$ cat src/rtl/spgd_pkg.sv
// Shared SPGD datapath definitions: default operand width, requester bound
// and a round-robin pick helper reusable by any arbiter in the datapath.
package spgd_pkg;

  localparam int DATA_WIDTH_DEF = 16;
  localparam int NUM_REQ_MAX    = 16;

  // Index of the first set bit of valid scanning upward from ptr and wrapping
  // at n (ptr < n <= NUM_REQ_MAX). Returns -1 when no bit below n is set.
  function automatic int rr_pick(input logic [NUM_REQ_MAX-1:0] valid,
                                 input int ptr, input int n);
    int idx;
    int pick;
    pick = -1;
    for (int k = 0; k < NUM_REQ_MAX; k++) begin
      idx = ptr + k;
      if (idx >= n) idx = idx - n;
      if ((k < n) && (pick < 0) && valid[idx]) pick = idx;
    end
    return pick;
  endfunction

endpackage

$ cat src/rtl/gen_mult.sv
// Pure combinational two's-complement multiplier with an exact full-width product.
module gen_mult #(
  parameter int DATA_WIDTH = 16
) (
  input  logic signed [DATA_WIDTH-1:0]   a,
  input  logic signed [DATA_WIDTH-1:0]   b,
  output logic signed [2*DATA_WIDTH-1:0] p
);

  // Sign-extend both operands to the product width so the result is exact.
  assign p = (2*DATA_WIDTH)'(a) * (2*DATA_WIDTH)'(b);

endmodule

$ cat src/rtl/mult_arbiter.sv
// Round-robin arbiter in front of one shared signed multiplier.
// Handshake: an item moves across an interface on a rising edge where both
// its valid and ready are high; a producer holds its payload stable while
// valid is high and ready is low, and ready never depends on a registered
// copy of the same handshake. Requester side: req_valid/req_ready per index.
// Result side: rsp_valid/rsp_ready; the whole pipeline stalls when a result
// is presented and not taken.
module mult_arbiter
  import spgd_pkg::*;
#(
  parameter  int DATA_WIDTH  = DATA_WIDTH_DEF,
  parameter  int NUM_REQ     = 4,
  parameter  int PIPE_STAGES = 2,
  localparam int ID_W        = $clog2(NUM_REQ)
) (
  input  logic                          clk,
  input  logic                          rst_n,
  input  logic [NUM_REQ-1:0]            req_valid,
  output logic [NUM_REQ-1:0]            req_ready,
  input  logic [NUM_REQ*DATA_WIDTH-1:0] req_a,
  input  logic [NUM_REQ*DATA_WIDTH-1:0] req_b,
  output logic                          rsp_valid,
  input  logic                          rsp_ready,
  output logic [ID_W-1:0]               rsp_id,
  output logic [2*DATA_WIDTH-1:0]       rsp_p,
  output logic                          busy
);

  // Product stages after the operand stage (stage 2 .. PIPE_STAGES).
  localparam int NP = PIPE_STAGES - 1;

  logic                          advance;
  logic [NUM_REQ_MAX-1:0]        valid_ext;
  int                            pick;
  logic                          accept;
  logic [ID_W-1:0]               grant_id;
  logic [ID_W-1:0]               ptr_next;
  logic [ID_W-1:0]               rr_ptr;
  logic [DATA_WIDTH-1:0]         sel_a;
  logic [DATA_WIDTH-1:0]         sel_b;

  logic                          s1_valid;
  logic [ID_W-1:0]               s1_id;
  logic signed [DATA_WIDTH-1:0]  s1_a;
  logic signed [DATA_WIDTH-1:0]  s1_b;
  logic signed [2*DATA_WIDTH-1:0] mult_p;

  logic [NP-1:0]                 pv;
  logic [ID_W-1:0]               pid [NP];
  logic [2*DATA_WIDTH-1:0]       pp  [NP];

  assign advance = ~rsp_valid | rsp_ready;

  // Grant selection, operand mux and next pointer value.
  always_comb begin
    valid_ext = '0;
    valid_ext[NUM_REQ-1:0] = req_valid;
    pick      = rr_pick(valid_ext, int'(rr_ptr), NUM_REQ);
    accept    = advance && (pick >= 0);
    grant_id  = (pick >= 0) ? ID_W'(pick) : '0;
    req_ready = '0;
    if (accept) req_ready[grant_id] = 1'b1;
    ptr_next  = (int'(grant_id) == NUM_REQ - 1) ? '0 : grant_id + ID_W'(1);
    sel_a     = req_a[grant_id*DATA_WIDTH +: DATA_WIDTH];
    sel_b     = req_b[grant_id*DATA_WIDTH +: DATA_WIDTH];
  end

  // Round-robin pointer moves past the winner only when a request is taken.
  always_ff @(posedge clk or negedge rst_n) begin
    if (!rst_n) begin
      rr_ptr <= '0;
    end else if (accept) begin
      rr_ptr <= ptr_next;
    end
  end

  // Operand stage: capture the granted pair; valid is 0 on idle cycles.
  always_ff @(posedge clk or negedge rst_n) begin
    if (!rst_n) begin
      s1_valid <= 1'b0;
      s1_id    <= '0;
      s1_a     <= '0;
      s1_b     <= '0;
    end else if (advance) begin
      s1_valid <= accept;
      s1_id    <= grant_id;
      s1_a     <= sel_a;
      s1_b     <= sel_b;
    end
  end

  gen_mult #(
    .DATA_WIDTH(DATA_WIDTH)
  ) u_mult (
    .a(s1_a),
    .b(s1_b),
    .p(mult_p)
  );

  // Product stages: register the multiplier output, then delay as a unit.
  always_ff @(posedge clk or negedge rst_n) begin
    if (!rst_n) begin
      pv <= '0;
      for (int k = 0; k < NP; k++) begin
        pid[k] <= '0;
        pp[k]  <= '0;
      end
    end else if (advance) begin
      pv[0]  <= s1_valid;
      pid[0] <= s1_id;
      pp[0]  <= mult_p;
      for (int k = 1; k < NP; k++) begin
        pv[k]  <= pv[k-1];
        pid[k] <= pid[k-1];
        pp[k]  <= pp[k-1];
      end
    end
  end

  assign rsp_valid = pv[NP-1];
  assign rsp_id    = pid[NP-1];
  assign rsp_p     = pp[NP-1];
  assign busy      = s1_valid | (|pv);

endmodule

$ cat config.mk
export PLATFORM = sky130hd
export DESIGN_NAME = mult_arbiter
export DESIGN_NICKNAME = d
export VERILOG_FILES = /design/src/rtl/spgd_pkg.sv /design/src/rtl/gen_mult.sv /design/src/rtl/mult_arbiter.sv
export SDC_FILE = /design/constraint.sdc
export NUM_CORES = 1
export LEC_CHECK = 0
export ABC_CLOCK_PERIOD_IN_PS = 7100
export BUFFER_PORTS_ARGS = -buffer_cell sky130_fd_sc_hd__clkbuf_2
export CORE_MARGIN = 10
export CORE_UTILIZATION = 45
export CTS_BUF_LIST = sky130_fd_sc_hd__clkbuf_8 sky130_fd_sc_hd__clkbuf_16
export CTS_CLUSTER_SIZE = 28
export DETAILED_ROUTE_END_ITERATION = 10
export GPL_TIMING_DRIVEN = 0
export SYNTH_ARGS = -nofsm -noshare
export SYNTH_HDL_FRONTEND = slang
export SYNTH_SLANG_ARGS = --single-unit
$ cat constraint.sdc
create_clock -name clk -period 7.1 [get_ports clk]
set_input_delay 1.065 -clock clk [delete_from_list [all_inputs] [get_ports clk]]
set_output_delay 1.065 -clock clk [all_outputs]
set_load 0.03 [all_outputs]
# After elaboration in Yosys (flattened, before gate mapping)
# Index checks and enable logic that the tools add are counted.
# op_classes
shift	2
muxes	25
bitwise	3
n_eq_ne	1
n_addsub	8
n_mul	1
n_lt_le_gt_ge	14
n_reduce_logical	5
# ops
op	n
2-to-1 mux 32 bit	8
less-than comparator 32 x 6 -> 1 bit (second input constant)	4
variable part select 64 x 7 -> 16 bit	2
less-than comparator 32 x 1 -> 1 bit (second input constant)	3
greater-or-equal comparator 32 x 1 -> 1 bit (second input constant)	1
multiplier 16 x 16 -> 32 bit	1
binary-select mux 1 bit (select 4 bit)	4
subtractor 3 x 3 -> 4 bit (second input constant)	3
greater-or-equal comparator 3 bit (second input constant)	3
2-to-1 mux 1 bit	9
adder 2 x 2 -> 3 bit (second input constant)	2
logical AND 1 bit	5
2-to-1 mux 2 bit	2
2-to-1 mux 4 bit	1
subtractor 2 x 3 -> 4 bit (second input constant)	1
adder 2 x 1 -> 3 bit (second input constant)	1
greater-or-equal comparator 2 x 3 -> 1 bit (second input constant)	1
less-than comparator 2 x 3 -> 1 bit (second input constant)	1
adder 2 x 1 -> 2 bit (second input constant)	1
demux 1 bit (select 2 bit)	1
== test 2 x 1 -> 1 bit (second input constant)	1
greater-or-equal comparator 2 x 1 -> 1 bit (second input constant)	1
OR 1 bit	2
inverter 1 bit	1
# totals
ff_bits	72
out_inout_bits	40
inputBits	135
elab_cells	67

# Logic depth before layout (Yosys ltp)
# logic_depth
depth_word	22
ltp_mapped	24
depth_no_buf	22

# Modules after synthesis
# A second synthesis with hierarchy kept.
# hier_totals
cells_unflattened	1764
area_unflattened_um2	15544.9
# modules_own_cells
module	cells_each	seq_area_each_um2	instances	area_per_inst_um2
gen_mult	1076	0.0	1	9819.4
mult_arbiter	688	1801.7	1	5725.5

# Worst setup path after synthesis
# No wires, ideal clock.
# synth_path
kind	reg-to-reg
from	register s1_a[15]
to	register pp, in the netlist rsp_p[30]
period_less_slack_ns	5.920
required_ns	6.972
stages_incl_launch_ff	20
arrival_time_ns	5.792
setup_time_ns	0.128
n_path_buf	1
slack_ns	1.180
cell_sequence	dfrtp_1 -> clkbuf_1 -> nand2_1 -> fa_1 -> inv_1 -> fa_1 -> inv_1 -> fa_1 -> fa_1 -> fa_1 -> fa_1 -> inv_1 -> ha_1 -> and4_1 -> a211o_1 -> nor2_1 -> a21oi_1 -> o41ai_1 -> mux2i_1 -> nand3_1
# synth_via
elab_chain_cells	1
# synth_lines
item	line_no	text
start: declaration	mult_arbiter.sv:44	logic signed [DATA_WIDTH-1:0] s1_a;
start signal: assignment	mult_arbiter.sv:87	s1_a <= sel_a;
multiplier 16 x 16 -> 32 bit	gen_mult.sv:11	assign p = (2*DATA_WIDTH)'(a) * (2*DATA_WIDTH)'(b);
end signal: indexed assignment	mult_arbiter.sv:115	pp[k] <= pp[k-1];
end: declaration	mult_arbiter.sv:50	logic [2*DATA_WIDTH-1:0] pp [NP];
# No other way between the ends.
# A chain may end at the register's enable or synchronous reset.

# Worst setup path in the final report
# layout_path
from	register s1_b[13]
to	register pp, in the netlist rsp_p[30]
# layout_via
elab_chain_cells	1
# layout_lines
item	line_no	text
start: declaration	mult_arbiter.sv:45	logic signed [DATA_WIDTH-1:0] s1_b;
start signal: assignment	mult_arbiter.sv:88	s1_b <= sel_b;
multiplier 16 x 16 -> 32 bit	gen_mult.sv:11	
# No other way between the ends.

==> flow_summary.toml <==
[logic_synthesis]
ys_top_cells_by_count = "347 x nand2_1, 310 x inv_1, 262 x fa_1"
synthMostInstantiatedCell = "nand2_1"
syn-instance-count = 1628
yosys.area.top_type_share_pct = 37.7
syn-mean-instance-area_um2 = 8.54
synth_sequential_area_ratio_pct = 13.0
synth.lib_cells_used.distinct = 56
postSynthNetCount = 2116
yosysWarningCount = 0
synthesis.area_mm2 = 0.0139
dominantRegCellSynth = "dfrtp_1"
synth_top_area_cell = "fa_1"
synth_edf_count = 0
share_of_flip_flops_with_an_asynchronous_set_or_reset_pct = 100
cells_taking_the_most_area_after_synthesis = "fa_1 38%, dfrtp_1 13%, nand2_1 9.4%"
synth-seq-cells = 72

[drt]
detail_route.wirelength_um = 43600
drt_iter0_markers = 740
via_count = 11400
via_per_inst = 5.17
wire_per_inst_um = 19.7
detail_route.drc_violations = 0
ant_nets = 0
detailed_router_iteration_count_before_antenna_repair = 6

[sta]
clock_skew_ns = 0.0186
rsz0062_at_grt = "no"
finalMaxSlewViolations = 0
max_slew_margin_pct = 43.3
hold_viol_final = 0
fmax_ghz = 0.146
setup_violations = 0
max_slew.worst_pin.slew_ns = 0.850
layout_worst_path_cycle_share_pct = 96.4
post-route-min-period_ns = 6.84

[floorplanning]
std_cell_rows = 64
fp.dieH_um = 196
die_area_mm2 = 0.0383
floorplan.initialDensity_pct = 45.6
overall_die_width_um = 196
ioPinCount = 175
placeableCoreArea_mm2 = 0.0305

[cts]
cts.clk_slew.worst_paths_ns = 0.08
clock_path_buffers = 2
clock_insertion_delay_worst_skew_ns = 0.36
htreeDepth = 3
ctsRootBufferMaster = "clkbuf_16"
cts.sink_count = 72
post_cts.repair.setup_buffers = 0
numCtsBuffers = 9
tritoncts_clock_tree = "done"
quantity_of_hold_fixing_buffers_added_after_cts = 0

[global_routing]
grt_pass1_wl_um = 70500
global_route.overflow_total = 0
grt_use_total_pct = 23.3
pin_count_of_the_biggest_net_entering_global_routing = 63
number_of_global_route_vias_before_repair = 12500
initial_antenna_violation_count = 1

[critical_path]
critical_path_peak_fanout = 10
crit_type = "flip-flop to flip-flop"
critical_path_required_ns = 7.34
worst_setup_path_end_kind = "flip-flop"
cp_data_arrival_time_ns = 7.08
cp-start-kind = "flip-flop"

[run]
maxCapViolations = 0

[placed_design]
detailed_place_hpwl_um = 36500
place_inst = 2199
place.gp.congestion = 0.914
placement.io_buffers = 174

[final_layout]
area.growth.synth_to_final_pct = 12.4
net_count_reported_at_finish = 2300
final-instance-count-excl-fill = 2213
drive_gt1_share_pct = 13.9
insertedDiodeCount = 0

[hold_path]
hold_path_class = "flip-flop to flip-flop"

[run_status]
status = "finished clean"
sequential cells by signal (all words and copies together), names as in the netlist:
signal / count
rsp_valid: 1
s1_b: 16
rr_ptr: 2
s1_valid: 1
s1_a: 16
rsp_p: 32
s1_id: 2
rsp_id: 2
layout by cell type (no fill, tap or decap), drive strengths merged, types with 4 or more instances in the layout:
cell type / count
a211oi: 5
a21o: 12
a21oi: 39
and2: 135
and3: 5
buf: 21
clkbuf: 233
dfrtp: 72
fa: 262
ha: 91
inv: 317
mux2: 4
mux2i: 6
nand2: 347
nand2b: 12
nand3: 37
nor2: 41
nor3b: 7
o211ai: 4
o21ai: 89
xnor2: 21
xor2: 12
layer usage:
metal	vias up	track usage (%)	wire, um
li1	5298	-	-
met1	5680	29.8	18100
met2	406	39.9	21100
met3	59	4.43	3210
met4	0	5.51	1150
met5	-	0	0
through the flow:
| step | hold WS, ns | setup WS [ns] | utilization [%] | TNS [ns] | instance area (um2) |
|---|---|---|---|---|---|
| finish | 0.472 | 0.258 | 51.2 | 0 | 15600 |
| global route | 0.490 | 0.0368 | 51.2 | 0 | 15600 |
| CTS | 0.470 | 0.0187 | 51.1 | 0 | 15600 |
| detailed placement | 0.456 | -0.135 | 50.2 | -0.341 | 15300 |
| global placement | 0.452 | -0.0550 | 50.1 | -0.146 | 15300 |
| floorplan | 0.446 | 1.18 | - | 0 | 13900 |
worst paths after layout:
kind	from	to	slack (ns)	cells after the start
worst max register to register	s1_b[13]$_DFFE_PN0P_	rsp_p[30]$_DFFE_PN0P_	0.26	21
worst max-delay path	s1_b[13]$_DFFE_PN0P_	rsp_p[30]$_DFFE_PN0P_	0.26	21
max in group asynchronous	rst_n	s1_b[7]$_DFFE_PN0P_	5.93	2
worst min-delay path	rsp_id[1]$_DFFE_PN0P_	rsp_id[1]$_DFFE_PN0P_	0.47	2
min in group asynchronous	rst_n	rsp_p[15]$_DFFE_PN0P_	0.58	1
worst min register to register	rsp_id[1]$_DFFE_PN0P_	rsp_id[1]$_DFFE_PN0P_	0.47	2
cell families (layout without fill, tap and decap cells):
| family | Yosys count | in the layout | share of synthesized area [%] |
|---|---|---|---|
| XOR/XNOR | 33 | 33 | 2.08 |
| AO/OA/AOI/OAI | 173 | 173 | 7.20 |
| buffers and inverters | 383 | 572 | 10.9 |
| flip-flops | 72 | 72 | 13.0 |
| multiplexers | 12 | 12 | 1.08 |
| AND/OR/NAND/NOR | 602 | 602 | 19.9 |
| adder cells (fa/ha/maj) | 353 | 353 | 45.9 |
final cells by class:
cell class,instances,area (um2)
Clock inverter,7,66.3
Multi-Input combinational cell,1173,10600
Clock buffer,9,225
Sequential cell,72,1810
Inverter,311,1170
Timing Repair Buffer,175,901
Tap cell,396,495
Buffer,70,369
Fill cell,3021,14900
critical path: stages (launching register included):
cell and delay, ns:
dfrtp_1 0.61, clkbuf_1 0.62, nand2_1 0.17, fa_1 0.54
fa_1 0.50, inv_1 0.05, fa_1 0.41, fa_1 0.51
fa_1 0.52, inv_1 0.06, fa_1 0.49, inv_1 0.05
ha_1 0.35, nand4_1 0.15, nor2_1 0.07, and4_1 0.18
a21o_1 0.27, o21bai_1 0.29, a21oi_1 0.15, o41ai_1 0.43
mux2i_1 0.23, nand3_1 0.08
timing repair:
action	4_1_cts	5_1_grt
gates resized for setup	4	44
cloned	0	0
setup endpoints to repair	5	8
Power is left out: the tool's default activity adds up to more than one toggle a clock period on the data nets, which glitch-free logic cannot reach.
